File: config.mk
export PLATFORM = sky130hd
export DESIGN_NAME = digital_inputs
export DESIGN_NICKNAME = d
export VERILOG_FILES = /design/src/rtl/digital_inputs.sv
export SDC_FILE = /design/constraint.sdc
export NUM_CORES = 1
export LEC_CHECK = 0
export ABC_AREA = 0
export CAP_MARGIN = 20
export CORE_MARGIN = 5
export CORE_UTILIZATION = 65
export CTS_CLUSTER_SIZE = 8
export DETAILED_ROUTE_END_ITERATION = 12
export HOLD_SLACK_MARGIN = 0.1
export PLACE_DENSITY = 0.9
export SETUP_SLACK_MARGIN = 0.05
export SLEW_MARGIN = 20
export SYNTH_ARGS = -nofsm -noshare
export SYNTH_HDL_FRONTEND = slang
export SYNTH_SLANG_ARGS = --single-unit
File: constraint.sdc
create_clock -name clk -period 4.15 [get_ports clk]
set_input_delay 0.6225 -clock clk [delete_from_list [all_inputs] [get_ports clk]]
set_output_delay 0.6225 -clock clk [all_outputs]
set_load 0.01 [all_outputs]
File: src/rtl/digital_inputs.sv
// digital_inputs: timestamps edges on eight async input lines and streams each one as a 3-word AXI4-Stream packet
// Ports: clk, resetn (async active-low); input_clk (ignored); run, inputs[7:0] (async);
//   cfg_addr/cfg_wdata/cfg_we/cfg_rdata register port (0 enable, 1 sticky overflow, 2 edge masks);
//   m_axis_tvalid/tdata/tlast/tready stream master.
// Option: DIGITAL_INPUTS_EDGE_MASK_EN adds addr 2 = {fall_en[7:0], rise_en[7:0]}.
module digital_inputs #(
  parameter int TIMESTAMP_WIDTH = 64,
  parameter int C_M_AXIS_TDATA_WIDTH = 32,
  parameter int CONFIG_REG_DATA_WIDTH = 32,
  parameter int CONFIG_REG_ADDR_WIDTH = 3
) (
  input  logic clk,
  input  logic resetn,
  input  logic input_clk,
  input  logic run,
  input  logic [7:0] inputs,
  input  logic [CONFIG_REG_ADDR_WIDTH-1:0] cfg_addr,
  input  logic [CONFIG_REG_DATA_WIDTH-1:0] cfg_wdata,
  input  logic cfg_we,
  output logic [CONFIG_REG_DATA_WIDTH-1:0] cfg_rdata,
  output logic m_axis_tvalid,
  output logic [C_M_AXIS_TDATA_WIDTH-1:0] m_axis_tdata,
  output logic m_axis_tlast,
  input  logic m_axis_tready
);
  localparam int TW = TIMESTAMP_WIDTH;
  localparam int DW = C_M_AXIS_TDATA_WIDTH;
  localparam logic [CONFIG_REG_ADDR_WIDTH-1:0] A_EN = 0;
  localparam logic [CONFIG_REG_ADDR_WIDTH-1:0] A_OVF = 1;
  localparam logic [CONFIG_REG_ADDR_WIDTH-1:0] A_MASK = 2;
  logic [8:0] sync1, sync2;
  logic [7:0] in_sync, prev, pend, pol, edge_det, ev, free, keep, avail, cap;
  logic [TW-1:0] ts_cnt;
  logic [TW-1:0] slot_ts [8];
  logic [15:0] mask_rd;
  logic [1:0] beat;
  logic [2:0] sel, pick;
  logic enable, overflow, run_g, accept, done, start, ovf_hit;
  logic unused;
  assign unused = ^{input_clk, cfg_wdata};
  // run shares the input synchronizer so event timestamps keep their alignment to run
  always_ff @(posedge clk or negedge resetn)
    if (!resetn) begin
      sync1 <= '0;
      sync2 <= '0;
    end else begin
      sync1 <= {run, inputs};
      sync2 <= sync1;
    end
  assign in_sync = sync2[7:0];
  assign run_g = sync2[8] & enable;
  assign edge_det = run_g ? (in_sync ^ prev) : 8'h00;
`ifdef DIGITAL_INPUTS_EDGE_MASK_EN
  logic [7:0] rise_en, fall_en;
  always_ff @(posedge clk or negedge resetn)
    if (!resetn) {fall_en, rise_en} <= 16'hFFFF;
    else if (cfg_we && cfg_addr == A_MASK) {fall_en, rise_en} <= cfg_wdata[15:0];
  assign ev = edge_det & ((in_sync & rise_en) | (~in_sync & fall_en));
  assign mask_rd = {fall_en, rise_en};
`else
  assign ev = edge_det;
  assign mask_rd = '0;
`endif
  assign accept = m_axis_tvalid & m_axis_tready;
  assign done = accept & (beat == 2'd2);
  assign free = done ? (8'h01 << sel) : 8'h00;
  // once run_g drops only the slot currently on the wire survives
  assign keep = run_g ? 8'hFF : (m_axis_tvalid ? (8'h01 << sel) : 8'h00);
  // a slot being freed this cycle may be refilled by a new edge in the same cycle
  assign avail = pend & ~free;
  assign cap = ev & ~avail;
  assign ovf_hit = |(ev & avail);
  assign start = (!m_axis_tvalid | done) & run_g & (|avail);
  always_comb begin
    pick = 3'd0;
    for (int i = 7; i >= 0; i--) if (avail[i]) pick = 3'(i);
  end
  always_ff @(posedge clk or negedge resetn)
    if (!resetn) begin
      prev <= '0;
      pend <= '0;
      pol <= '0;
      ts_cnt <= '0;
      for (int i = 0; i < 8; i++) slot_ts[i] <= '0;
    end else begin
      prev <= run_g ? in_sync : 8'h00;
      ts_cnt <= run_g ? ts_cnt + 1'b1 : '0;
      pend <= (pend & ~free & keep) | cap;
      for (int i = 0; i < 8; i++)
        if (cap[i]) begin
          pol[i] <= in_sync[i];
          slot_ts[i] <= ts_cnt;
        end
    end
  always_ff @(posedge clk or negedge resetn)
    if (!resetn) begin
      enable <= 1'b0;
      overflow <= 1'b0;
    end else begin
      if (cfg_we && cfg_addr == A_EN) enable <= cfg_wdata[0];
      overflow <= (overflow & !(cfg_we && cfg_addr == A_OVF)) | ovf_hit;
    end
  always_comb
    cfg_rdata = (cfg_addr == A_EN) ? CONFIG_REG_DATA_WIDTH'(enable) :
                (cfg_addr == A_OVF) ? CONFIG_REG_DATA_WIDTH'(overflow) :
                (cfg_addr == A_MASK) ? CONFIG_REG_DATA_WIDTH'(mask_rd) : '0;
  // start has priority so the next packet follows the last beat with no idle cycle
  always_ff @(posedge clk or negedge resetn)
    if (!resetn) begin
      m_axis_tvalid <= 1'b0;
      m_axis_tdata <= '0;
      m_axis_tlast <= 1'b0;
      beat <= 2'd0;
      sel <= 3'd0;
    end else if (start) begin
      m_axis_tvalid <= 1'b1;
      m_axis_tdata <= {pol[pick], {(DW-4){1'b0}}, pick};
      m_axis_tlast <= 1'b0;
      beat <= 2'd0;
      sel <= pick;
    end else if (accept) begin
      if (beat == 2'd2) begin
        m_axis_tvalid <= 1'b0;
        m_axis_tdata <= '0;
        m_axis_tlast <= 1'b0;
        beat <= 2'd0;
      end else if (beat == 2'd0) begin
        m_axis_tdata <= slot_ts[sel][TW-1:DW];
        beat <= 2'd1;
      end else begin
        m_axis_tdata <= slot_ts[sel][DW-1:0];
        m_axis_tlast <= 1'b1;
        beat <= 2'd2;
      end
    end
endmodule

==> run metrics <==
class of the most critical hold timing path=flip-flop to flip-flop; number of detailed-route iterations in the first pass=5; adder and majority cell fraction of the synthesized area=0.0422%; dpl hpwl=between 30 and 40 mm; CP top delay family=simple AND/OR/NAND/NOR gates; Fill cells=around 2600; relative max-transition margin=between 20 and 30%; average detailed-routed wire length per instance=25.8 microns; RSZ-0062 raised after global routing=false; core area=between 40000 and 50000 sq um; clock sink count=659; total placed instance area=30500 sq um; power density cells=508 nW/um^2; commonest non-fill, non-tap cell in the layout=sky130_fd_sc_hd__dfrtp_1; clock-pin slew on the worst setup and hold paths=50 ps; final wirelength=between 60 and 70 mm; final cell count without fillers=2713; fraction of synthesized area in multiplexers=roughly 30%; buffers inserted during post-CTS setup optimization=0; commonest cells after routing, fill and taps aside=656 x sky130_fd_sc_hd__dfrtp_1, 493 x sky130_fd_sc_hd__mux2_2, 138 x sky130_fd_sc_hd__mux4_2, 105 x sky130_fd_sc_hd__nand2_1, 97 x sky130_fd_sc_hd__o21ai_0; WS Path Type=flip-flop to flip-flop; post-route clock period utilization=roughly three quarters; total die area=roughly 50000 sq um; fin worst setup slack=980 ps; leakage dissipation=around 15 nW; max_cap viols=0; worst path required time=between 4000 and 5000 ps; ratio of cells with drive above 1 in the final layout=a little under two fifths; Clk Latency, worst-skew pair=between 600 and 700 ps; H-tree Lvls=3; site row count=78; number of vias per cell after detailed routing=between 6 and 7; sum of negative setup slack=0 ps; diodes inserted=0; post-cts resize count=0; crit path time final=around 3200 ps; compound-gate portion of the synthesized area=between 4 and 5%; number of violations reported at the end of detailed-routing iteration 0=1577; maximum number of buffers from clock root to sink=3; prevailing post-synth register cell=sky130_fd_sc_hd__dfrtp_1; post-synthesis share of cell area spent on and, or, nand and nor gates=5.19%; initial antenna violation count=1; xor/xnor share of the synthesized area=around 1.7%; master cell of the clock root buffer=sky130_fd_sc_hd__clkbuf_16; antenna-violating nets left=0; dominant combinational cell family by area after synthesis=multiplexers; kind of start point of the critical path=flip-flop; Setup Slack @ Placement=roughly 670 ps; type of destination of the critical path=flip-flop; Initial Utilization=65.5%; Yosys reg bits=about 660; achievable clock frequency=~320 MHz; overall die width=about 220 microns; area used by sequential logic in the layout=around 16000 sq um; Finish-stage setup viols=0; largest net degree at the start of global routing=between 150 and 200; run status=complete, no violations; buffers added on ports=between 50 and 60; Cells after DPL=2609; total area of multi-input combinational cells=roughly 12000 sq um; Critical-path top delay cell=sky130_fd_sc_hd__dfrtp_1; count of vias placed by the detailed router=18300; area overhead of the layout relative to synthesis=11.1%; cell-by-cell listing of the critical path=and4_1, and4_1, nand4_1, nand4b_1, nor4_1, xnor2_1, nor2_1; worst hold slack=about 350 ps; final max-slew violation count=0; Synth warnings=0; number of distinct library cells after synthesis=between 50 and 60; Gate Count Post-Synth=around 2100; sum of buffers and inverters on the critical path=0; remaining routing DRC violations=0; Nets=2154; Post-synth ARST share=100%; worst vdd rail ir drop=0.608 mV; gr ovfl total=0; number of primary I/O pins=115; final setup skew=a little under 20 ps; Seq/Total Area, Yosys=a little under three fifths; RePlAce Congestion=around 0.91; mean cell area of the mapped netlist=approximately 14 sq um; Worst Tran Pin Value=between 1000 and 1500 ps; Final Hold Violating Endpoints=0; number of global-route vias before repair=20400; Crit path top cell by count=sky130_fd_sc_hd__and4_1; Max stage delay on crit path=630 ps; wire length of the first global-routing pass=about 110 mm; Overall Global Routing Usage=28.8%; number of hold buffers added after cts=1; clock buffers created by TritonCTS=between 90 and 100; count of flip-flops with a built-in enable after synthesis=0; final design instance area without fill=~33000 sq um; y dimension of the die=about 220 microns; data arrival at the endpoint of the critical path=3630 ps; CTS tree=built; total standard cell area after synthesis=29600 sq um; biggest fanout along the worst timing path=13
[worst reg2reg max path: stages (launching register included)]
cell and delay [ps]:
sky130_fd_sc_hd__dfrtp_1 630, sky130_fd_sc_hd__and4_1 340, sky130_fd_sc_hd__and4_1 320, sky130_fd_sc_hd__nand4_1 300, sky130_fd_sc_hd__nand4b_1 630, sky130_fd_sc_hd__nor4_1 550
sky130_fd_sc_hd__xnor2_1 190, sky130_fd_sc_hd__nor2_1 60
[registers in the layout, summed over array words and instances (netlist names)]
register and flops:
m_axis_tdata 32, slot_ts 512, pend 8, m_axis_tvalid 1, sync2 9, ts_cnt 64, prev 8, overflow 1
enable 1, beat 2, sel 3, sync1 9, m_axis_tlast 1, pol 8
[area by class of cell]
class / instances / area share, %
Tap cell: 600 / 2.28
Multi-Input combinational cell: 1251 / 37.3
Inverter: 14 / 0.160
Sequential cell: 659 / 50.1
Clock buffer: 97 / 7.18
Clock inverter: 6 / 0.247
Timing Repair Buffer: 86 / 2.79
[cell families after synthesis]
kind of cell               count (synthesis)
buffers and inverters                    235
DFF                                      659
AOI/OAI and AO/OA                        201
other                                      1
and+or+nand+nor                          321
adders and majority gates                  1
xor gates and xnor gates                  57
muxes                                    640
[worst paths after layout]
| path | startpoint | to | slack [ps] | cells after the start |
|---|---|---|---|---|
| min reg2reg | sync1[8] | sync2[8] | 350 | 0 |
| min | sync1[8] | sync2[8] | 350 | 0 |
| max | ts_cnt[39] | ts_cnt[63] | 980 | 7 |
| max reg2reg | ts_cnt[39] | ts_cnt[63] | 980 | 7 |
| max in group asynchronous | resetn | m_axis_tdata[16] | 2300 | 3 |
| min in group asynchronous | resetn | slot_ts[474] | 580 | 2 |
[Yosys cell counts (all sizes together), types with 12 or more instances]
cell type	number	share of area, %
dfrtp	659	56
mux4	138	10
a21oi	19	0.32
a22oi	21	0.53
o21ai	97	1.6
a211oi	21	0.53
xnor2	28	0.83
nor2	90	1.1
buf	73	1.5
mux2	493	19
or3	16	0.34
and3	22	0.46
clkbuf	148	1.9
nand4	12	0.25
nand2	112	1.4
xor2	29	0.86
nand3	28	0.51
[stage by stage]
stage | total power (W) | util [%]
2_1_floorplan | 0.00908 | -
4_1_cts | 0.0168 | 72.7
3_5_place_dp | 0.0102 | 67.3
5_1_grt | 0.0173 | 72.7
6_report | 0.0167 | 72.7
3_3_place_gp | 0.0102 | 67.3
[report_power, final]
| part | leakage [nW] | switching (W) | internal, W |
|---|---|---|---|
| registers | 9.08 | 0.000295 | 0.00671 |
| logic | 5.15 | 0.00189 | 0.00127 |
| clock network | 1.20 | 0.00256 | 0.00402 |
[routing by layer]
layer,share of wire (%),vias to the layer above,global-route usage [%]
li1,-,7561,-
met1,38,9681,36.8
met2,51,867,47.9
met3,7.9,224,7.23
met4,3.6,2,11.6
met5,0.024,-,0
Power figures use the tool's default switching activity.
